<file path="config.mk">
export PLATFORM = sky130hd
export DESIGN_NAME = imem_loader
export DESIGN_NICKNAME = d
export VERILOG_FILES = /design/src/rtl/imem_loader.sv
export SDC_FILE = /design/constraint.sdc
export NUM_CORES = 1
export LEC_CHECK = 0
export CAP_MARGIN = 20
export CORE_ASPECT_RATIO = 1.1
export CORE_MARGIN = 5
export CORE_UTILIZATION = 40
export DETAILED_ROUTE_END_ITERATION = 8
export PLACE_DENSITY = 0.75
export RECOVER_POWER = 100
export SLEW_MARGIN = 10
export SYNTH_ARGS = -nofsm -noshare
export SYNTH_HDL_FRONTEND = slang
export SYNTH_SLANG_ARGS = --single-unit
</file>
<file path="constraint.sdc">
create_clock -name clk -period 2.05 [get_ports clk]
set_input_delay 0.3075 -clock clk [delete_from_list [all_inputs] [get_ports clk]]
set_output_delay 0.3075 -clock clk [all_outputs]
set_load 0.005 [all_outputs]
</file>
<file path="src/rtl/imem_loader.sv">
// imem_loader: boot-time instruction memory loader.
// Receives a length-prefixed little-endian byte stream, writes the image into
// instruction memory from word 0 upward, then releases the core and serves
// fetches from the same memory.
module imem_loader #(
  parameter int ADDR_W = 10
) (
  input  logic              clk,
  input  logic              rst,
  input  logic              rx_valid,
  input  logic [7:0]        rx_data,
  output logic              rx_ready,
  input  logic [31:0]       pc,
  output logic [31:0]       instr,
  output logic [ADDR_W-1:0] mem_raddr,
  input  logic [31:0]       mem_rdata,
  output logic              mem_we,
  output logic [ADDR_W-1:0] mem_waddr,
  output logic [31:0]       mem_wdata,
  output logic              core_run,
  output logic              load_done,
  output logic              load_err,
  output logic [ADDR_W:0]   words_loaded
);

  typedef enum logic [2:0] {HDR0, HDR1, DATA, RUN, ERR} state_t;

  localparam logic [16:0]     MAX_N = 17'(2 ** ADDR_W);
  localparam logic [ADDR_W:0] ONE   = {{ADDR_W{1'b0}}, 1'b1};

  state_t            state_reg, state_next;
  logic [7:0]        nlo_reg;
  logic [ADDR_W:0]   nwords_reg;
  logic [1:0]        byte_cnt_reg;
  logic [23:0]       shift_reg;
  logic [ADDR_W:0]   asm_cnt_reg;
  logic              we_reg;
  logic [31:0]       wdata_reg;
  logic [ADDR_W-1:0] waddr_reg;
  logic [ADDR_W:0]   loaded_reg;

  logic              xfer;
  logic [15:0]       hdr_n;
  logic              word_end;
  logic              last_byte;
  logic              unused_pc_bits;

  assign xfer      = rx_valid && rx_ready;
  assign hdr_n     = {rx_data, nlo_reg};
  assign word_end  = (state_reg == DATA) && xfer && (byte_cnt_reg == 2'd3);
  assign last_byte = word_end && ((asm_cnt_reg + ONE) == nwords_reg);

  // State register.
  always_ff @(posedge clk) begin
    if (rst) state_reg <= HDR0;
    else     state_reg <= state_next;
  end

  // Next-state logic: header parse, data phase, terminal RUN/ERR.
  always_comb begin
    state_next = state_reg;
    case (state_reg)
      HDR0: if (xfer) state_next = HDR1;
      HDR1: begin
        if (xfer) begin
          if (hdr_n == 16'd0)               state_next = RUN;
          else if ({1'b0, hdr_n} > MAX_N)   state_next = ERR;
          else                              state_next = DATA;
        end
      end
      DATA:    if (last_byte) state_next = RUN;
      RUN:     state_next = RUN;
      ERR:     state_next = ERR;
      default: state_next = HDR0;
    endcase
  end

  // Datapath: header latch, word assembly, one-cycle write pulse, counters.
  always_ff @(posedge clk) begin
    if (rst) begin
      nlo_reg      <= '0;
      nwords_reg   <= '0;
      byte_cnt_reg <= '0;
      shift_reg    <= '0;
      asm_cnt_reg  <= '0;
      we_reg       <= 1'b0;
      wdata_reg    <= '0;
      waddr_reg    <= '0;
      loaded_reg   <= '0;
    end else begin
      we_reg <= 1'b0;
      // The word index advances once the write it addressed has been issued.
      if (we_reg) waddr_reg <= waddr_reg + 1'b1;
      if (state_reg == HDR0 && xfer) nlo_reg <= rx_data;
      // Only counts up to 2**ADDR_W reach DATA, so truncation is lossless there.
      if (state_reg == HDR1 && xfer) nwords_reg <= (ADDR_W+1)'(hdr_n);
      if (state_reg == DATA && xfer) begin
        byte_cnt_reg <= byte_cnt_reg + 2'd1;
        // First byte of each word ends up in bits [7:0].
        shift_reg    <= {rx_data, shift_reg[23:8]};
      end
      if (word_end) begin
        wdata_reg   <= {rx_data, shift_reg};
        we_reg      <= 1'b1;
        asm_cnt_reg <= asm_cnt_reg + ONE;
        loaded_reg  <= loaded_reg + ONE;
      end
    end
  end

  assign rx_ready     = !rst && (state_reg == HDR0 || state_reg == HDR1 || state_reg == DATA);
  assign mem_we       = we_reg && !rst;
  assign mem_waddr    = waddr_reg;
  assign mem_wdata    = wdata_reg;
  assign core_run     = !rst && (state_reg == RUN);
  assign load_done    = core_run;
  assign load_err     = !rst && (state_reg == ERR);
  assign words_loaded = loaded_reg;
  assign mem_raddr    = pc[ADDR_W+1:2];
  assign instr        = core_run ? mem_rdata : 32'h0;
  assign unused_pc_bits = ^{pc[31:ADDR_W+2], pc[1:0]};

endmodule

</file>
==> impl_metrics.ini, run 1 <==
[critical_path]
worstPathRequired_ns = 1.74
worstPathArrival_ns = 1.68
cp-end-kind = output port
worstSetupPathType = reg2out
startpoint_type = register
crit_path_cell_trace = nor2_4 > and3_4 > clkbuf_16 > buf_12 > and2_1 > dlygate4sd2_1
path_max_fanout = 6
slowest_delay_ns = 0.36
path_delay_family = buffers and inverters
cpMaxStageDelayCell = dfxtp_4
critPathBufInv = 3

[place]
pre_cts_ws_ns = -0.371
dp.final_hpwl_um = 9450
place.gp.congestion = 0.878
io_buffers = 132
placed_area_mm2 = 0.00645

[clock_network]
cts_hold_buffers = 0
cts_buffers = 17
max-clock-path-buffers = 2
cts_root_buf = clkbuf_16
cts_sinks = 113
clk_pin_slew_ns = 0.05
h-tree-depth = 4
clock_latency_ns = 0.40
cts_tree = done

[yosys]
ys_seq_area_share_pct = 46.3
syn_avg_cell_area_um2 = 8.00
synthesis.area_mm2 = 0.00489
synth-seq-cells = 113
post_synth_num_cell_types = 40
syn_nets = 690
yosysWarnings = 0
syn-instance-count = 611

[finish]
num-fill-cells = 1001
final_cell_area_mm2 = 0.00727
seqCellArea_mm2 = 0.00227
multiInputGateArea_mm2 = 0.00237
area_growth_pct = 48.7
largest_reg_flops = 32
layout_commonest_cell = nand2_1
antenna_cells = 0
drive_gt1_share_pct = 10.9
fin_nets = 835
final_cell_mix = 150 x nand2_1, 111 x dfxtp_1, 90 x clkdlybuf4s50_1

[timing]
period_needed_ns = 1.98
slew_headroom_pct = 19.1
worst_slack_ns = 0.0667
report.final.hold_viol_count = 0
maxSlewViolCount = 0
tightest_slew_ns = 1.21
period_share_pct = 96.7
finClkSkew_ns = 0.00953
clock.fmax_ghz = 0.504
setup_viol = 0

[die]
die_x_um = 115
coreArea_mm2 = 0.0120
num_io_pins = 175
dieArea_mm2 = 0.0145
initial_utilization_pct = 40.6
row_count = 42
die_height_um = 126

[grt]
track_usage_pct = 17.8
grt-busiest-layer = met2
grt_pass1_vias = 4484
antenna_found_initial = 0
grt_util_met3_pct = 4.85
gr-total-overflow = 0
grt_max_degree = 66
grtUsageMet1_pct = 20.5
use_met2_pct = 30.6
grt_pass1_wl_um = 21200

[pwr]
p_leak_nw = 3.16
irDropWorstVdd_mv = 0.673
powerDensity_mw_per_mm2 = 764

[run]
maxCapViolations = 0

[drt]
via_per_inst = 5.08
drcViolationCount = 0
drt_pass1_iterations = 5
wl_per_cell_um = 14.6
initialDrtViolationCount = 162
dr_total_vias = 4688
wirelength_um = 13400
detail-route-antenna-nets = 0

[min_path]
hold_path_class = in2reg

[run_status]
outcome = complete, no violations
synthesized netlist by cell type:
cell	instances	share of area, %
o2111ai_1	2	0.36
o31a_1	1	0.18
nand2b_1	1	0.13
o41ai_1	1	0.18
dfxtp_1	113	46
and3_1	2	0.26
or3b_1	1	0.18
nand2_1	150	12
xnor2_1	16	2.9
nand4_1	7	0.90
ha_1	4	1.0
inv_1	5	0.38
nand3b_1	12	1.8
inv_2	1	0.077
and4_1	1	0.18
or2_2	1	0.13
nor3b_1	1	0.15
or3_1	7	0.90
o31ai_1	1	0.15
a31oi_1	2	0.26
mux2i_1	9	1.8
buf_4	12	1.8
o32ai_1	1	0.18
or2_4	1	0.18
a21oi_1	69	7.1
nor3_1	10	1.0
nor2_1	42	3.2
a21o_1	1	0.15
a211oi_1	1	0.15
nor2b_1	5	0.64
nand3_2	1	0.20
xor2_1	22	3.9
nor3_2	1	0.20
buf_2	7	0.72
buf_6	2	0.46
and2_1	33	4.2
clkbuf_1	29	2.2
o21ai_0	12	1.2
nor4_1	5	0.64
nand3_1	19	1.9
final cells by class:
cell class                      count  share of cell area (%)
Inverter                            6                   0.344
Sequential cell                   113                    31.2
Clock inverter                      8                    2.10
Tap cell                          154                    2.65
Multi-Input combinational cell    442                    32.5
Clock buffer                       24                    6.49
Timing Repair Buffer              176                    24.7
metal layers:
layer  routed length [µm]  part of all wire [%]
met1                 5430                    40
met5                    0                     0
met4                  272                   2.0
met2                 6720                    50
met3                 1020                   7.6
stage by stage:
step                      util (%)  instances  power [W]  hold slack [ns]  setup TNS (ns)
after floorplan                  -        611    0.00238            0.406               0
after global placement        53.6        881    0.00251            0.446          -17.09
after detailed placement      53.6        881    0.00251            0.450          -23.31
after CTS                     58.8        914    0.00559            0.142           -2.62
after global routing          60.4        923    0.00571            0.181         -0.0475
final                         60.4        923    0.00555            0.161               0
report_power, final:
| group | leakage (nW) | switching (W) | internal, W |
|---|---|---|---|
| clock | 0.295 | 0.000977 | 0.00210 |
| combinational | 1.96 | 0.000110 | 0.000135 |
| sequential | 0.912 | 0.0000168 | 0.00221 |
logic make-up (layout without fill, tap and decap cells):
| logic type | Yosys count | count (layout) | share of synthesized area, % |
|---|---|---|---|
| XOR/XNOR | 38 | 38 | 6.81 |
| flip-flops | 113 | 113 | 46.3 |
| multiplexers | 9 | 9 | 1.84 |
| AO/OA/AOI/OAI | 91 | 91 | 9.90 |
| buffers and inverters | 56 | 214 | 5.71 |
| adder cells (fa/ha/maj) | 4 | 4 | 1.02 |
| AND/OR/NAND/NOR | 300 | 300 | 28.5 |
what timing repair did:
item / 4_1_cts / 5_1_grt
pin swaps: 1 / 3
resized for setup: 15 / 35
endpoints found under the setup margin: 35 / 48
setup buffers: 1 / 6
cloned: 0 / 3
worst paths after layout:
| kind | end | cells after the start | slack [ns] | start |
|---|---|---|---|---|
| min | state_reg[2] | 2 | 0.16 | rst |
| max | instr[19] | 6 | 0.07 | state_reg[2] |
| min reg2reg | mem_wdata[15] | 2 | 0.45 | mem_wdata[15] |
| max reg2reg | words_loaded[9] | 6 | 0.11 | state_reg[2] |
Note: power is estimated with default switching activity, not from simulation.
==> run 2, diff against run 1 <==
--- a/config.mk
+++ b/config.mk
@@ -6,8 +6,8 @@
 export NUM_CORES = 1
 export LEC_CHECK = 0
 export CAP_MARGIN = 20
-export CORE_ASPECT_RATIO = 1.1
-export CORE_MARGIN = 5
+export CORE_ASPECT_RATIO = 2
+export CORE_MARGIN = 2
 export CORE_UTILIZATION = 40
 export DETAILED_ROUTE_END_ITERATION = 8
 export PLACE_DENSITY = 0.75
==> run 2 against run 1 <==
  * Setup slack improved by 0.035 ns
  * Via count rose by 0.28%
  * Worst hold slack improved by 0.13 ns
  * Combinational power barely moved
  * Fmax rose by 1.8%
  * Routed wire length rose by 3.1%
  * Non-clock buffer count fell by 4
==> impl_metrics.ini, run 2 (same netlist as run 1, synthesis figures left out) <==
[run_status]
outcome = complete, no violations

[timing]
clock.fmax_ghz = 0.513
slew_headroom_pct = 61.9
tightest_slew_ns = 0.572
period_share_pct = 95.0
report.final.hold_viol_count = 0
tns_ns = 0
setup_viol = 0
period_needed_ns = 1.95
maxSlewViolCount = 0
holdWs_ns = 0.295
rsz0062_at_grt = false
finClkSkew_ns = 0.0133

[finish]
fin_cells = 910
final_cell_mix = 150 x nand2_1, 110 x dfxtp_1, 69 x a21oi_1
drive_gt1_share_pct = 10.1
antenna_cells = 0
final_cell_area_mm2 = 0.00710
largest_reg_flops = 32
area_growth_pct = 45.3
utilization_pct = 58.9
num-fill-cells = 1029
layout_commonest_cell = nand2_1
fin_nets = 839

[drt]
dr_total_vias = 4701
drcViolationCount = 0
via_per_inst = 5.17
wl_per_cell_um = 15.2
drt_pass1_iterations = 4
detail-route-antenna-nets = 0
initialDrtViolationCount = 222
wirelength_um = 13800

[clock_network]
cts_sinks = 113
cts_tree = done
cts_root_buf = clkbuf_16
cts_buffers = 25
h-tree-depth = 4
max-clock-path-buffers = 3
clock_latency_ns = 0.45
cts_hold_buffers = 0
clk_pin_slew_ns = 0.05

[critical_path]
crit_cells = 5
critPathBufInv = 2
path_delay_family = simple AND/OR/NAND/NOR gates
crit_path_cell_trace = nor2_2 > and3_4 > buf_12 > and2_0 > dlygate4sd2_1
startpoint_type = register
path_max_fanout = 17
cpMaxStageDelayCell = dfxtp_2
slowest_delay_ns = 0.33
worstPathArrival_ns = 1.64
reg2reg_slack_ns = 0.12
worstSetupPathType = reg2out
worstPathRequired_ns = 1.74
reg2reg_to = byte_cnt_reg[1]
rr_worst_depth = 8
cp-end-kind = output port
timing.rr.start = state_reg[2]
crit_path_start = state_reg[2]

[pwr]
p_switching_w = 0.00116
p_seq_share_pct = 38.6
powerDensity_mw_per_mm2 = 815
clkPwrFrac_pct = 57.2
p_int_w = 0.00463
pwr-share-comb_pct = 4.2
swShare_pct = 20.0
p_leak_nw = 3.00
irDropWorstVdd_mv = 0.687

[min_path]
min_path_cells = 3
holdPathEnd = state_reg[1]
hold_path_class = in2reg
worstHoldStart = rx_valid

[place]
placed_cells = 878
place.gp.congestion = 0.916
dp.final_hpwl_um = 9850
io_buffers = 132
placed_area_mm2 = 0.00646

[grt]
track_usage_pct = 21.5
grt_pass1_vias = 4761
gr-total-overflow = 0
grt_max_degree = 57
grt_pass1_wl_um = 22100
antenna_found_initial = 0

[die]
row_count = 57
num_io_pins = 175
initial_utilization_pct = 40.6
die_height_um = 160
die_x_um = 82.2
coreArea_mm2 = 0.0121
dieArea_mm2 = 0.0132

[run]
maxCapViolations = 0
## run 2: cell type report
type                            instances  area, µm²  share of cell area, %
Timing Repair Buffer                  172       1590                   22.4
Inverter                                6       22.5                  0.317
Tap cell                              147        184                   2.59
Multi-Input combinational cell        442       2350                   33.1
Sequential cell                       113       2270                   31.9
Clock buffer                           30        684                   9.64
## run 2: worst max-delay path by stage
stage	end	slack, ns
2_1_floorplan	words_loaded[8]	0.15
3_3_place_gp	words_loaded[7]	-0.35
3_5_place_dp	words_loaded[9]	-0.41
4_1_cts	words_loaded[9]	0.03
5_1_grt	instr[25]	0.02
6_report	instr[25]	0.10
## run 2: per-layer routing
layer | up-vias | wire, µm | GRT usage [%]
met2 | 180 | 7630 | 40.1
met3 | 54 | 725 | 3.20
met4 | 0 | 837 | 13.6
met1 | 2170 | 4660 | 20.5
li1 | 2297 | - | -
met5 | - | 0 | 0
## run 2: worst reg2reg max path, delay by kind of cell, from the launching register on
kind | cells | cell delay (ns)
AND/OR/NAND/NOR | 4 | 0.78
buffers and inverters | 3 | 0.61
flip-flops | 1 | 0.33
AO/OA/AOI/OAI | 1 | 0.08
## run 2: stage by stage
step / power (W) / setup slack [ns]
2_1_floorplan: 0.00238 / 0.151
3_3_place_gp: 0.00251 / -0.354
3_5_place_dp: 0.00252 / -0.413
4_1_cts: 0.00583 / 0.0342
5_1_grt: 0.00598 / 0.0156
6_report: 0.00579 / 0.102
## run 2: what timing repair did
item / 4_1_cts / 5_1_grt
pin swaps: 2 / 0
resized for setup: 45 / 2
gates cloned: 1 / 0
endpoints found under the hold margin: 0 / 0
buffers inserted: 1 / 0
endpoints found under the setup margin: 36 / 10
## run 2: power groups by stage
stage	sequential, W	clock (W)	combinational (W)
global route	0.00223	0.00348	0.000262
global placement	0.00227	0	0.000240
floorplan	0.00227	0	0.000117
CTS	0.00223	0.00335	0.000247
detailed placement	0.00227	0	0.000244
finish	0.00223	0.00331	0.000243
==> run 3, diff against run 2 <==
--- a/config.mk
+++ b/config.mk
@@ -10,6 +10,7 @@
 export CORE_MARGIN = 2
 export CORE_UTILIZATION = 40
 export DETAILED_ROUTE_END_ITERATION = 8
+export GPL_ROUTABILITY_DRIVEN = 0
 export PLACE_DENSITY = 0.75
 export RECOVER_POWER = 100
 export SLEW_MARGIN = 10
==> run 3 against run 2 <==
  * Clock power shrank 6.3%
  * Routed wire length shrank 5.1%
  * Cell count shrank 0.33%
  * Combinational power is essentially flat
  * First-iteration DRC count shrank 6.3%
  * Critical path type is now in2reg
  * Largest cell class unchanged
==> impl_metrics.ini, run 3 (same netlist as run 1, synthesis figures left out) <==
[clock_network]
clk_pin_slew_ns = 0.05
cts_tree = done
h-tree-depth = 4
cts_buffers = 17
cts_hold_buffers = 0
clock_latency_ns = 0.42
cts_sinks = 113
max-clock-path-buffers = 2
cts_root_buf = clkbuf_16

[pwr]
p_switching_w = 0.00112
p_int_w = 0.00446
clkPwrFrac_pct = 55.6
p_leak_nw = 2.83
irDropWorstVdd_mv = 0.727
p_seq_share_pct = 40.0
design_power_total_w = 0.00558
powerDensity_mw_per_mm2 = 787
swShare_pct = 20.0
pwr-share-comb_pct = 4.4

[run]
maxCapViolations = 0

[die]
coreArea_mm2 = 0.0121
die_x_um = 82.2
initial_utilization_pct = 40.6
num_io_pins = 175
dieArea_mm2 = 0.0132
die_height_um = 160
row_count = 57

[grt]
track_usage_pct = 20.4
grt_max_degree = 61
grt_pass1_vias = 4704
grt_pass1_wl_um = 21000
antenna_found_initial = 0
gr-total-overflow = 0

[critical_path]
worstPathRequired_ns = 2.40
startpoint_type = input pin
reg2reg_slack_ns = 0.11
cp-end-kind = register
slowest_delay_ns = 0.49
timing.rr.start = state_reg[2]
path_max_fanout = 6
cpMaxStageDelayCell = clkdlybuf4s50_1
worstPathArrival_ns = 2.31
worstSetupPathType = in2reg
reg2reg_to = words_loaded[5]
crit_path_cell_trace = clkdlybuf4s50_1 > or3b_1 > or2_4 > inv_2 > nand4_1 > or3_1 > a21oi_1
rr_worst_depth = 6

[timing]
finClkSkew_ns = 0.0151
setup_viol = 0
maxSlewViolCount = 0
slew_headroom_pct = 62.1
tightest_slew_ns = 0.569
holdWs_ns = 0.151
report.final.hold_viol_count = 0
period_share_pct = 95.8
clock.fmax_ghz = 0.509
rsz0062_at_grt = true
period_needed_ns = 1.96

[drt]
wl_per_cell_um = 14.5
detail-route-antenna-nets = 0
initialDrtViolationCount = 208
wirelength_um = 13100
drt_pass1_iterations = 4
drcViolationCount = 0
via_per_inst = 5.06
dr_total_vias = 4591

[finish]
num-fill-cells = 1042
fin_nets = 827
antenna_cells = 0
drive_gt1_share_pct = 10.3
largest_reg_flops = 32
layout_commonest_cell = nand2_1
area_growth_pct = 45.0
final_cell_mix = 150 x nand2_1, 111 x dfxtp_1, 95 x clkdlybuf4s50_1

[place]
io_buffers = 132
dp.final_hpwl_um = 9560

[min_path]
min_path_cells = 2
holdPathEnd = state_reg[2]
hold_path_class = in2reg
worstHoldStart = rst

[run_status]
outcome = complete, no violations
run 3: cell types whose count changed in the layout (fill, tap and decap cells not counted), moves of 8 or more:
| cell | delta |
|---|---|
| and2_0 | -9 |
| clkdlybuf4s50_1 | +55 |
| clkbuf_16 | -8 |
| dlygate4sd3_1 | -54 |
| and2_1 | +9 |
run 3: critical path: cells and delay by family:
kind | cells | cell delay, ns
simple gates | 4 | 1.28
buf+inv | 2 | 0.59
compound gates | 1 | 0.14
run 3: worst max-delay path by stage:
stage / slack [ns] / end / cells after the start / from
6_report: 0.09 / words_loaded[5] / 7 / rx_valid
2_1_floorplan: 0.15 / words_loaded[8] / 9 / rst
4_1_cts: -0.004 / load_done / 3 / state_reg[0]
5_1_grt: -0.02 / words_loaded[5] / 7 / rx_valid
3_3_place_gp: -0.24 / words_loaded[7] / 8 / rx_valid
3_5_place_dp: -0.33 / words_loaded[7] / 8 / rx_valid
run 3: cell type report:
class | instances | area (µm²) | share of cell area, %
clock buffer | 21 | 470 | 6.64
clock inverter | 10 | 158 | 2.22
inverter | 6 | 22.5 | 0.318
multi-input combinational | 442 | 2370 | 33.4
sequential | 113 | 2270 | 32.0
tap | 147 | 184 | 2.59
timing repair buffer | 168 | 1620 | 22.8
run 3: power by group through the flow:
stage               clock, W  sequential [W]  combinational, W
floorplan                  0         0.00227          0.000117
global route         0.00325         0.00223          0.000263
CTS                  0.00315         0.00223          0.000246
global placement           0         0.00227          0.000234
finish               0.00310         0.00223          0.000246
detailed placement         0         0.00227          0.000241
run 3: routing by layer:
| layer | global-route usage [%] | wire length, µm | vias up |
|---|---|---|---|
| li1 | - | - | 2273 |
| met5 | 0 | 0 | - |
| met4 | 13.6 | 605 | 0 |
| met3 | 3.03 | 588 | 46 |
| met2 | 38.6 | 7480 | 146 |
| met1 | 18.7 | 4480 | 2126 |
run 3: repair_timing:
action                     in CTS  in global routing
pin swaps                       2                  0
setup buffers                   1                  0
resized for setup              38                  7
cloned                          1                  0
setup endpoints to repair      35                  5
run 3: stage by stage:
step / util (%) / cell area (µm²) / instances / TNS (ns) / worst slack (ns)
final: 58.8 / 7090 / 907 / 0 / 0.0856
after global routing: 58.8 / 7090 / 907 / -0.0464 / -0.0239
after CTS: 58.6 / 7070 / 907 / -0.00673 / -0.00422
after detailed placement: 53.3 / 6430 / 874 / -12.58 / -0.326
after global placement: 53.3 / 6430 / 874 / -8.27 / -0.243
after floorplan: - / 4890 / 611 / 0 / 0.151
